<file path="src/rtl/msx_bank_mapper.sv">
// Multi-channel MSX cartridge bank mapper: Z80 slot access -> SDRAM address, one registered cycle.
// Lowest set cs bit selects the channel; bank-register writes are consumed and never reach memory.
module msx_bank_mapper #(
  parameter int NUM_CH = 2,
  parameter int ADDR_W = 27,
  parameter int BANK_W = 8
) (
  input  logic                     clk,
  input  logic                     reset_n,
  input  logic [NUM_CH-1:0]        cs,
  input  logic [15:0]              cpu_addr,
  input  logic [7:0]               cpu_din,
  input  logic                     cpu_rd,
  input  logic                     cpu_wr,
  input  logic [NUM_CH*5-1:0]      mode,
  input  logic [NUM_CH*ADDR_W-1:0] base,
  input  logic [NUM_CH*16-1:0]     size,
  input  logic [NUM_CH-1:0]        ro,
  output logic [ADDR_W-1:0]        mem_addr,
  output logic                     mem_rd,
  output logic                     mem_wr,
  output logic [7:0]               mem_dout,
  output logic                     hit
);
  localparam logic [4:0] M_NONE  = 5'd3;
  localparam logic [4:0] M_ASC8  = 5'd4;
  localparam logic [4:0] M_ASC16 = 5'd5;
  localparam logic [4:0] M_KON   = 5'd6;
  localparam logic [4:0] M_SCC   = 5'd7;
  localparam logic [4:0] M_LIN   = 5'd9;
  localparam int CW = (NUM_CH > 1) ? $clog2(NUM_CH) : 1;
  localparam int MW = (ADDR_W > 30) ? ADDR_W : 30;

  logic [4:0]        mode_a [NUM_CH];
  logic [4:0]        mode_q [NUM_CH];
  logic [ADDR_W-1:0] base_a [NUM_CH];
  logic [15:0]       size_a [NUM_CH];
  logic [BANK_W-1:0] bank   [NUM_CH][4];

  for (genvar g = 0; g < NUM_CH; g++) begin : g_unpack
    assign mode_a[g] = mode[g*5 +: 5];
    assign base_a[g] = base[g*ADDR_W +: ADDR_W];
    assign size_a[g] = size[g*16 +: 16];
  end

  function automatic logic [BANK_W-1:0] bank_default(input logic [4:0] m, input logic [1:0] i);
    if (m == M_KON || m == M_SCC) return BANK_W'(i);
    return '0;
  endfunction

  logic              any_sel, mapped, win_ok, in_win, do_rd, do_wr;
  logic              reg_wr, consumed, pair, bank_we, hit_d, rd_d, wr_d;
  logic [CW-1:0]     sel;
  logic [4:0]        sel_mode;
  logic [2:0]        page;
  logic [1:0]        slot, reg_idx;
  logic [ADDR_W-1:0] offset, mask, addr_d;
  logic [MW-1:0]     mask_w;
  logic [BANK_W-1:0] din_b;

  always_comb begin
    any_sel = 1'b0;
    sel     = '0;
    for (int i = NUM_CH-1; i >= 0; i--) begin
      if (cs[i]) begin
        any_sel = 1'b1;
        sel     = CW'(i);
      end
    end
    sel_mode = mode_a[sel];
    page     = cpu_addr[15:13];
    slot     = 2'(page - 3'd2);
    in_win   = (page >= 3'd2) && (page <= 3'd5);
    do_wr    = cpu_wr;
    do_rd    = cpu_rd & ~cpu_wr;
    din_b    = BANK_W'(cpu_din);
    mapped   = 1'b1;
    win_ok   = in_win;
    offset   = ADDR_W'({bank[sel][slot], cpu_addr[12:0]});
    reg_wr   = 1'b0;
    consumed = 1'b0;
    pair     = 1'b0;
    reg_idx  = slot;
    case (sel_mode)
      M_NONE:  offset = ADDR_W'(cpu_addr - 16'h4000);
      M_LIN: begin
        win_ok = 1'b1;
        offset = ADDR_W'(cpu_addr);
      end
      M_ASC8: begin
        reg_wr  = (page == 3'd3);
        reg_idx = cpu_addr[12:11];
      end
      M_ASC16: begin
        reg_wr  = (cpu_addr[15:11] == 5'b01100) || (cpu_addr[15:11] == 5'b01110);
        pair    = 1'b1;
        reg_idx = {cpu_addr[12], 1'b0};
      end
      // Konami swallows every window write; page 2 is hard-wired to bank 0.
      M_KON: begin
        consumed = 1'b1;
        reg_wr   = (page != 3'd2);
      end
      M_SCC:   reg_wr = (cpu_addr[12:11] == 2'b10);
      default: mapped = 1'b0;
    endcase
    consumed = consumed | reg_wr;
    hit_d    = any_sel & (do_rd | do_wr) & mapped & win_ok;
    bank_we  = hit_d & do_wr & reg_wr;
    rd_d     = hit_d & do_rd;
    wr_d     = hit_d & do_wr & ~consumed & ~ro[sel];
    // size==0 underflows to an all-ones mask, which is exactly the full-range case.
    mask_w   = (MW'(size_a[sel]) << 14) - MW'(1);
    mask     = mask_w[ADDR_W-1:0];
    addr_d   = base_a[sel] + (offset & mask);
  end

  always_ff @(posedge clk) begin
    for (int c = 0; c < NUM_CH; c++) begin
      mode_q[c] <= mode_a[c];
      if (!reset_n || (mode_a[c] != mode_q[c])) begin
        for (int i = 0; i < 4; i++) bank[c][i] <= bank_default(mode_a[c], 2'(i));
      end else if (bank_we && (sel == CW'(c))) begin
        if (pair) begin
          bank[c][reg_idx]        <= {din_b[BANK_W-2:0], 1'b0};
          bank[c][reg_idx | 2'd1] <= {din_b[BANK_W-2:0], 1'b1};
        end else begin
          bank[c][reg_idx] <= din_b;
        end
      end
    end
  end

  always_ff @(posedge clk) begin
    if (!reset_n) begin
      mem_addr <= '0;
      mem_rd   <= 1'b0;
      mem_wr   <= 1'b0;
      mem_dout <= '0;
      hit      <= 1'b0;
    end else begin
      mem_rd <= rd_d;
      mem_wr <= wr_d;
      hit    <= hit_d;
      if (hit_d) mem_addr <= addr_d;
      if (wr_d)  mem_dout <= cpu_din;
    end
  end
endmodule

</file>
<file path="config.mk">
export PLATFORM = sky130hd
export DESIGN_NAME = msx_bank_mapper
export DESIGN_NICKNAME = d
export VERILOG_FILES = /design/src/rtl/msx_bank_mapper.sv
export SDC_FILE = /design/constraint.sdc
export NUM_CORES = 1
export LEC_CHECK = 0
export ABC_AREA = 1
export CAP_MARGIN = 10
export CORE_ASPECT_RATIO = 1.5
export CORE_MARGIN = 3
export CORE_UTILIZATION = 25
export CTS_CLUSTER_SIZE = 12
export DETAILED_ROUTE_END_ITERATION = 12
export SLEW_MARGIN = 20
export SYNTH_ARGS = -nofsm -noshare
export SYNTH_HDL_FRONTEND = slang
export SYNTH_SLANG_ARGS = --single-unit
</file>
<file path="constraint.sdc">
create_clock -name clk -period 9.65 [get_ports clk]
set_clock_uncertainty 0.15 [all_clocks]
set_input_delay 0.965 -clock clk [delete_from_list [all_inputs] [get_ports clk]]
set_output_delay 0.965 -clock clk [all_outputs]
set_load 0.1 [all_outputs]
</file>
==> results.md, run 1 <==
* Die Area at 32500 um^2
* Post-Synthesis Net Count at 1187
* Post-synthesis instance total at 1030
* Yosys reg bits at 112
* Pin count of the biggest net entering global routing at 51
* Cell row count at 77
* Post-detailed-route wirelength per cell at 17.0 um
* Synth async-reset ratio at 0%
* # DRC at 0
* Hold Path End: mem_addr[20]
* Max-Slew Margin vs Limit at 31.0%
* Root Buffer: clkbuf_16
* CP arrival at 5780 ps
* Global-route wire length before repair at 40.6 mm
* P per Cell Area at 129 nW/um^2
* Vias at 7529
* Sink Count at 112
* Setup tns final at 0 ps
* CTS Buffer Depth at 2
* Die H at 219 um
* Yosys warning count at 0
* First-pass iteration count of the detailed router at 5
* Clk slew on worst S/H paths at 80 ps
* FF-to-FF setup slack at 6490 ps
* CP startpoint kind: input port
* Largest family of logic cells by synthesized area: simple AND/OR/NAND/NOR gates
* Fraction of the mapped netlist area in simple logic gates at 26.8%
* Top cells by area, synth: edfxtp_1 (25%), dfxtp_1 (13%), nand2_1 (12%)
* Crit Path Class: in2reg
* Antenna viol nets, final at 0
* Hold crit path type: reg2reg
* Top FF cell, synth: edfxtp_1
* Non-Filler Instances at 1562
* Routed wire length at 26.5 mm
* Die outline width at 148 um
* First-iteration detailed-routing DRC count at 510
* Final WS setup at 3990 ps
* Cell taking the most area after synthesis: edfxtp_1
* Port Buffers at 159
* Reg-to-Reg Start: bank[1][12]
* Num CTS Buffers at 9
* Crit. End Element: flip-flop
* RSZ-0062 raised after global routing: false
* Leak at 4.03 nW
* Synth Area in Compound Gates at 19.8%
* R2R cell count at 15
* Post-synth cell types at 52
* Sequential element share of the synthesized area at 38.0%
* Fill cells at 3207
* CTS resizes at 0
* Hold Buf Count CTS at 0
* Fin area at 9800 um^2
* DPL Wire Length at 21.3 mm
* Mapped Area at 7590 um^2
* Final #Nets at 1319
* Final setup viols at 0
* Most frequent cells after synthesis: nand2_1 (251), o21ai_0 (106), a21oi_1 (104), nor2_1 (102), inv_1 (67)
* Worst-path fanout max at 47
* Mux contribution to synthesized area at 0.264%
* Congestion Overflow GR at 0
* I/O pin count at 166
* Area share of fa/ha/maj cells after synthesis at 4.88%
* CTS tree: built
* Status: completed
* Cell Area, Placed at 9500 um^2
* Core Area at 29700 um^2
* Peak VDD IR at 0.0000886 V
* Hold depth at 2
* Avg Cell Area, Syn at 7.37 um^2
* Total GRT Usage at 15.8%
* Final Power at 1.26 mW
* Ant diodes at 0
* Final Hold Fails at 0
* Layout cells sized above 1 at 4.88%
* Hold path start: mem_addr[20]
* Max Fclk at 177 MHz
* Placed Cells at 1546
* Fin crit share at 58.7%
* Max Cap Viol at 0
* Final-report max-slew violation count at 0
* R2r endpoint: mem_addr[22]
* Top-count cell post-synth: nand2_1
* Pre-CTS setup slack at 3650 ps
* Clock latency on the worst-skew pair at 370 ps
* DR vias/cell at 4.82
* Fin crit period at 5660 ps
* WP data required at 9760 ps
* Initial antenna violation count at 0
* Initial core utilization at 25.6%
* H-tree lvl count at 3
* Share of the synthesized area in the top cell type at 25.3%
* Final Wtd Congestion at 0.948
* Area delta synth->final at 29.1%
* EDFF count, synth at 64
* Postcts setup bufs at 0
* Vias in the first global route at 7533
* Worst Tran Pin Value at 1030 ps
* XOR/XNOR share of the synthesized area at 3.57%
-- worst max-delay path by stage --
stage / from / endpoint / slack [ps]
global route: cs[1] / mem_addr[26] / 3580
detailed placement: cs[1] / mem_addr[26] / 3650
floorplan: cs[0] / mem_addr[26] / 5620
finish: cs[1] / mem_addr[26] / 3990
CTS: cs[1] / mem_addr[26] / 4040
global placement: cs[1] / mem_addr[26] / 3750
-- worst max-delay path, cell delays in order --
cell and delay (ps):
clkdlybuf4s50_1 730, nand2_4 380, inv_2 390, buf_4 490, nand2_1 90, o21ai_1 240
nand2_1 90, nor2_1 320, nand3_1 180, nor2_1 210, nand3_1 110, o21ai_0 170
a21oi_1 80, ha_1 340, inv_1 80, nor3_1 250, a21oi_1 110, o21ai_0 90
a21oi_1 80, nand2_1 100, nand2_1 50, o21bai_1 140, inv_1 50
-- through the flow --
stage,utilization [%],hold slack (ps)
after detailed placement,32.0,308
after floorplan,-,671
final,33.0,318
after global placement,32.0,301
after global routing,33.0,350
after CTS,33.1,318
-- cell usage in the layout (no fill, tap or decap), drive strengths merged, types with 7 or more instances in the layout --
cell / netlist / final
clkdlybuf4s50: 0 / 158
nand2: 254 / 254
nand3: 48 / 48
inv: 76 / 79
o22ai: 21 / 21
clkbuf: 19 / 10
nor2: 112 / 112
o221ai: 7 / 7
a21oi: 104 / 104
edfxtp: 64 / 64
nand4: 31 / 31
xnor2: 11 / 11
ha: 28 / 28
o21ai: 118 / 118
dfxtp: 48 / 48
xor2: 20 / 20
nor3: 8 / 8
-- flip-flops by register name, summed over array words and instances, names as in the netlist --
name,count
mem_addr,27
hit,1
bank,64
mem_dout,8
mode_q,10
mem_wr,1
mem_rd,1
-- cell type report --
type	instances	area, um^2	area share, %
Inverter	77	294	3.00
Timing Repair Buffer	163	1620	16.5
Multi-Input combinational cell	799	4210	42.9
Clock buffer	10	250	2.55
Tap cell	395	494	5.04
Sequential cell	112	2880	29.4
Clock inverter	6	57.6	0.587
-- routing by layer --
metal	part of all wire [%]	up-vias	global-route usage, %
met3	5.0	35	2.72
met2	55	212	31.5
li1	-	3821	-
met4	3.1	0	6.07
met5	0	-	0
met1	37	3461	16.2
-- power by group --
part	internal, mW	total [mW]	switching (mW)
Sequential	0.516	0.522	0.00599
Clock	0.197	0.396	0.198
Combinational	0.123	0.345	0.221
Total	0.836	1.26	0.426
-- kinds of logic after synthesis --
group | after synthesis
and+or+nand+nor | 464
adders and majority gates | 29
muxes | 2
AOI/OAI and AO/OA | 273
xor gates and xnor gates | 31
buffers and inverters | 119
DFF | 112
Power figures use the tool's default switching activity.
==> inputs of run 2 (changes only) <==
==> constraint.sdc (replaced) <==
create_clock -name clk -period 4.6 [get_ports clk]
set_clock_uncertainty 0.15 [all_clocks]
set_input_delay 0.46 -clock clk [delete_from_list [all_inputs] [get_ports clk]]
set_output_delay 0.46 -clock clk [all_outputs]
set_load 0.1 [all_outputs]
==> run 2 against run 1 <==
  * First-iteration DRC count shrank 3.1%
  * Setup slack got worse by 3500 ps
  * Total power rose by 110%
  * Sequential share of layout area down 0.87 points
  * Critical path depth is 4 lower
  * Flip-flop and latch count is the same
  * Utilization increased by 1.0 points
  * Register-to-register slack worse by 5000 ps
==> results.md, run 2 (synthesized netlist as in run 1, its figures left out) <==
* Clk slew on worst S/H paths at 80 ps
* Register share of total power at 41.0%
* Sw Pwr at 0.911 mW
* Biggest register: bank
* Crit. End Element: flip-flop
* CTS Buffer Depth at 2
* First-iteration detailed-routing DRC count at 494
* Max incr delay on CP at 470 ps
* GRT met3 Usage at 2.86%
* Most frequent cells in the layout: nand2_1 (251), clkdlybuf4s50_1 (159), o21ai_0 (106), a21oi_1 (104), nor2_1 (102)
* Total GRT Usage at 16.0%
* First-pass iteration count of the detailed router at 6
* DPL Wire Length at 21.6 mm
* Max Cap Viol at 0
* DR vias/cell at 4.88
* Storage cell area at 2880 um^2
* Area delta synth->final at 33.0%
* CTS tree: built
* Pre-CTS setup slack at 115 ps
* Fill cells at 3188
* Internal at 1.76 mW
* Final Hold Fails at 0
* Final Wtd Congestion at 0.927
* Pin count of the biggest net entering global routing at 49
* Top Registers: bank: 64 flops, mem_addr: 27 flops, mode_q: 10 flops
* Ant diodes at 0
* Leak at 4.22 nW
* Fin crit share at 90.1%
* Met1 Use GR at 16.5%
* Post-route core utilization at 34.0%
* Number of flip-flops in the largest register at 64
* Vias at 7806
* Routed wire length at 26.6 mm
* Comb pwr share at 28.1%
* Status: completed
* Worst Tran Pin Value at 1040 ps
* Root Buffer: clkbuf_16
* Post-detailed-route wirelength per cell at 16.6 um
* Hold Buf Count CTS at 0
* Switching part of the total power at 34.2%
* Final setup viols at 0
* Area of the multi-input gates at 4210 um^2
* Sink Count at 112
* Crit path max-delay family: compound AO/OA/AOI/OAI gates
* WP buf/inv at 4
* Global-route wire length before repair at 41.1 mm
* Worst path slowest cell: clkdlybuf4s50_1
* Die Area at 32500 um^2
* RSZ-0062 raised after global routing: false
* Clock latency on the worst-skew pair at 370 ps
* Congestion Overflow GR at 0
* Final-report max-slew violation count at 0
* Max Fclk at 241 MHz
* CP startpoint kind: input port
* Port Buffers at 159
* Antenna viol nets, final at 0
* Max-Slew Margin vs Limit at 30.7%
* Grt peak-use layer: met2
* Vias in the first global route at 7697
* Die H at 219 um
* Worst path cell trace: clkdlybuf4s50_1 -> inv_4 -> nand2_4 -> buf_4 -> o21ai_0 -> nand2_1 -> nor2_1 -> nand3_1 -> xnor2_1 -> nor2_1 -> ha_1 -> a21oi_1 -> o21ai_0 -> buf_4 -> a21oi_1 -> nand3_1 -> xor2_1 -> nand2_1 -> a21oi_1
* Core Area at 29700 um^2
* # DRC at 0
* Most Frequent Cell on Critical Path: a21oi_1
* I/O pin count at 166
* Initial antenna violation count at 0
* Initial core utilization at 25.6%
* Die outline width at 148 um
* Final #Nets at 1358
* Final WS setup at 458 ps
* WP data required at 4750 ps
* Peak VDD IR at 0.000140 V
* Setup tns final at 0 ps
* Cell row count at 77
* Met2 GRT Util at 31.6%
* Layout cells sized above 1 at 7.88%
* Crit Path Class: in2reg
* CP arrival at 4290 ps
* Commonest non-fill, non-tap cell in the layout: nand2_1
* P per Cell Area at 264 nW/um^2
* Num CTS Buffers at 9
* Clock group share of total power at 30.8%
* H-tree lvl count at 3
* Hold crit path type: reg2reg
* Worst-path fanout max at 25
* Fin crit period at 4140 ps
-- run 2: path summary, 6_finish.rpt --
| check | startpoint | endpoint | slack (ps) | depth (start not counted) |
|---|---|---|---|---|
| worst max-delay path | cs[0] | mem_addr[20] | 460 | 19 |
| worst min-delay path | mem_addr[1] | mem_addr[1] | 320 | 2 |
| worst max register to register | bank[1][10] | mem_addr[21] | 1540 | 15 |
| worst min register to register | mem_addr[1] | mem_addr[1] | 320 | 2 |
-- run 2: repair_timing --
action                                  in CTS  in global routing
setup buffers                                0                  0
gates resized for setup                      0                  1
endpoints found under the setup margin       0                  1
-- run 2: power groups by stage --
| stage | combinational [mW] | sequential, mW | clock (mW) |
|---|---|---|---|
| final | 0.750 | 1.09 | 0.822 |
| after global routing | 0.819 | 1.10 | 0.875 |
| after CTS | 0.749 | 1.09 | 0.836 |
| after detailed placement | 0.746 | 1.12 | 0 |
| after global placement | 0.743 | 1.12 | 0 |
| after floorplan | 0.359 | 1.21 | 0 |
-- run 2: stage by stage --
stage | cells | hold WS (ps) | total power [mW] | instance area (um^2)
3_3_place_gp | 1585 | 305 | 1.86 | 9800
4_1_cts | 1601 | 321 | 2.68 | 10100
5_1_grt | 1601 | 350 | 2.79 | 10100
6_report | 1601 | 318 | 2.67 | 10100
3_5_place_dp | 1585 | 309 | 1.86 | 9800
2_1_floorplan | 1030 | 338 | 1.57 | 7590
-- run 2: cell type report --
cell class / count / share of cell area [%]
clock inverter: 7 / 0.731
multi-input combinational: 799 / 41.6
inverter: 77 / 2.91
clock buffer: 9 / 2.23
timing repair buffer: 202 / 19.1
tap: 395 / 4.89
sequential: 112 / 28.5
-- run 2: worst reg2reg max path: cells and delay by family, from the launching register on --
kind,cells,cell delay [ps]
AO/OA/AOI/OAI,6,760
XOR/XNOR,1,140
adder cells (fa/ha/maj),1,350
buffers and inverters,1,200
flip-flops,1,380
AND/OR/NAND/NOR,6,960
-- run 2: metal layers --
layer  routed length, um  up-vias
met2               14500      232
met5                   0        -
met3                1310       43
met1                9920     3626
li1                    -     3905
met4                 849        0
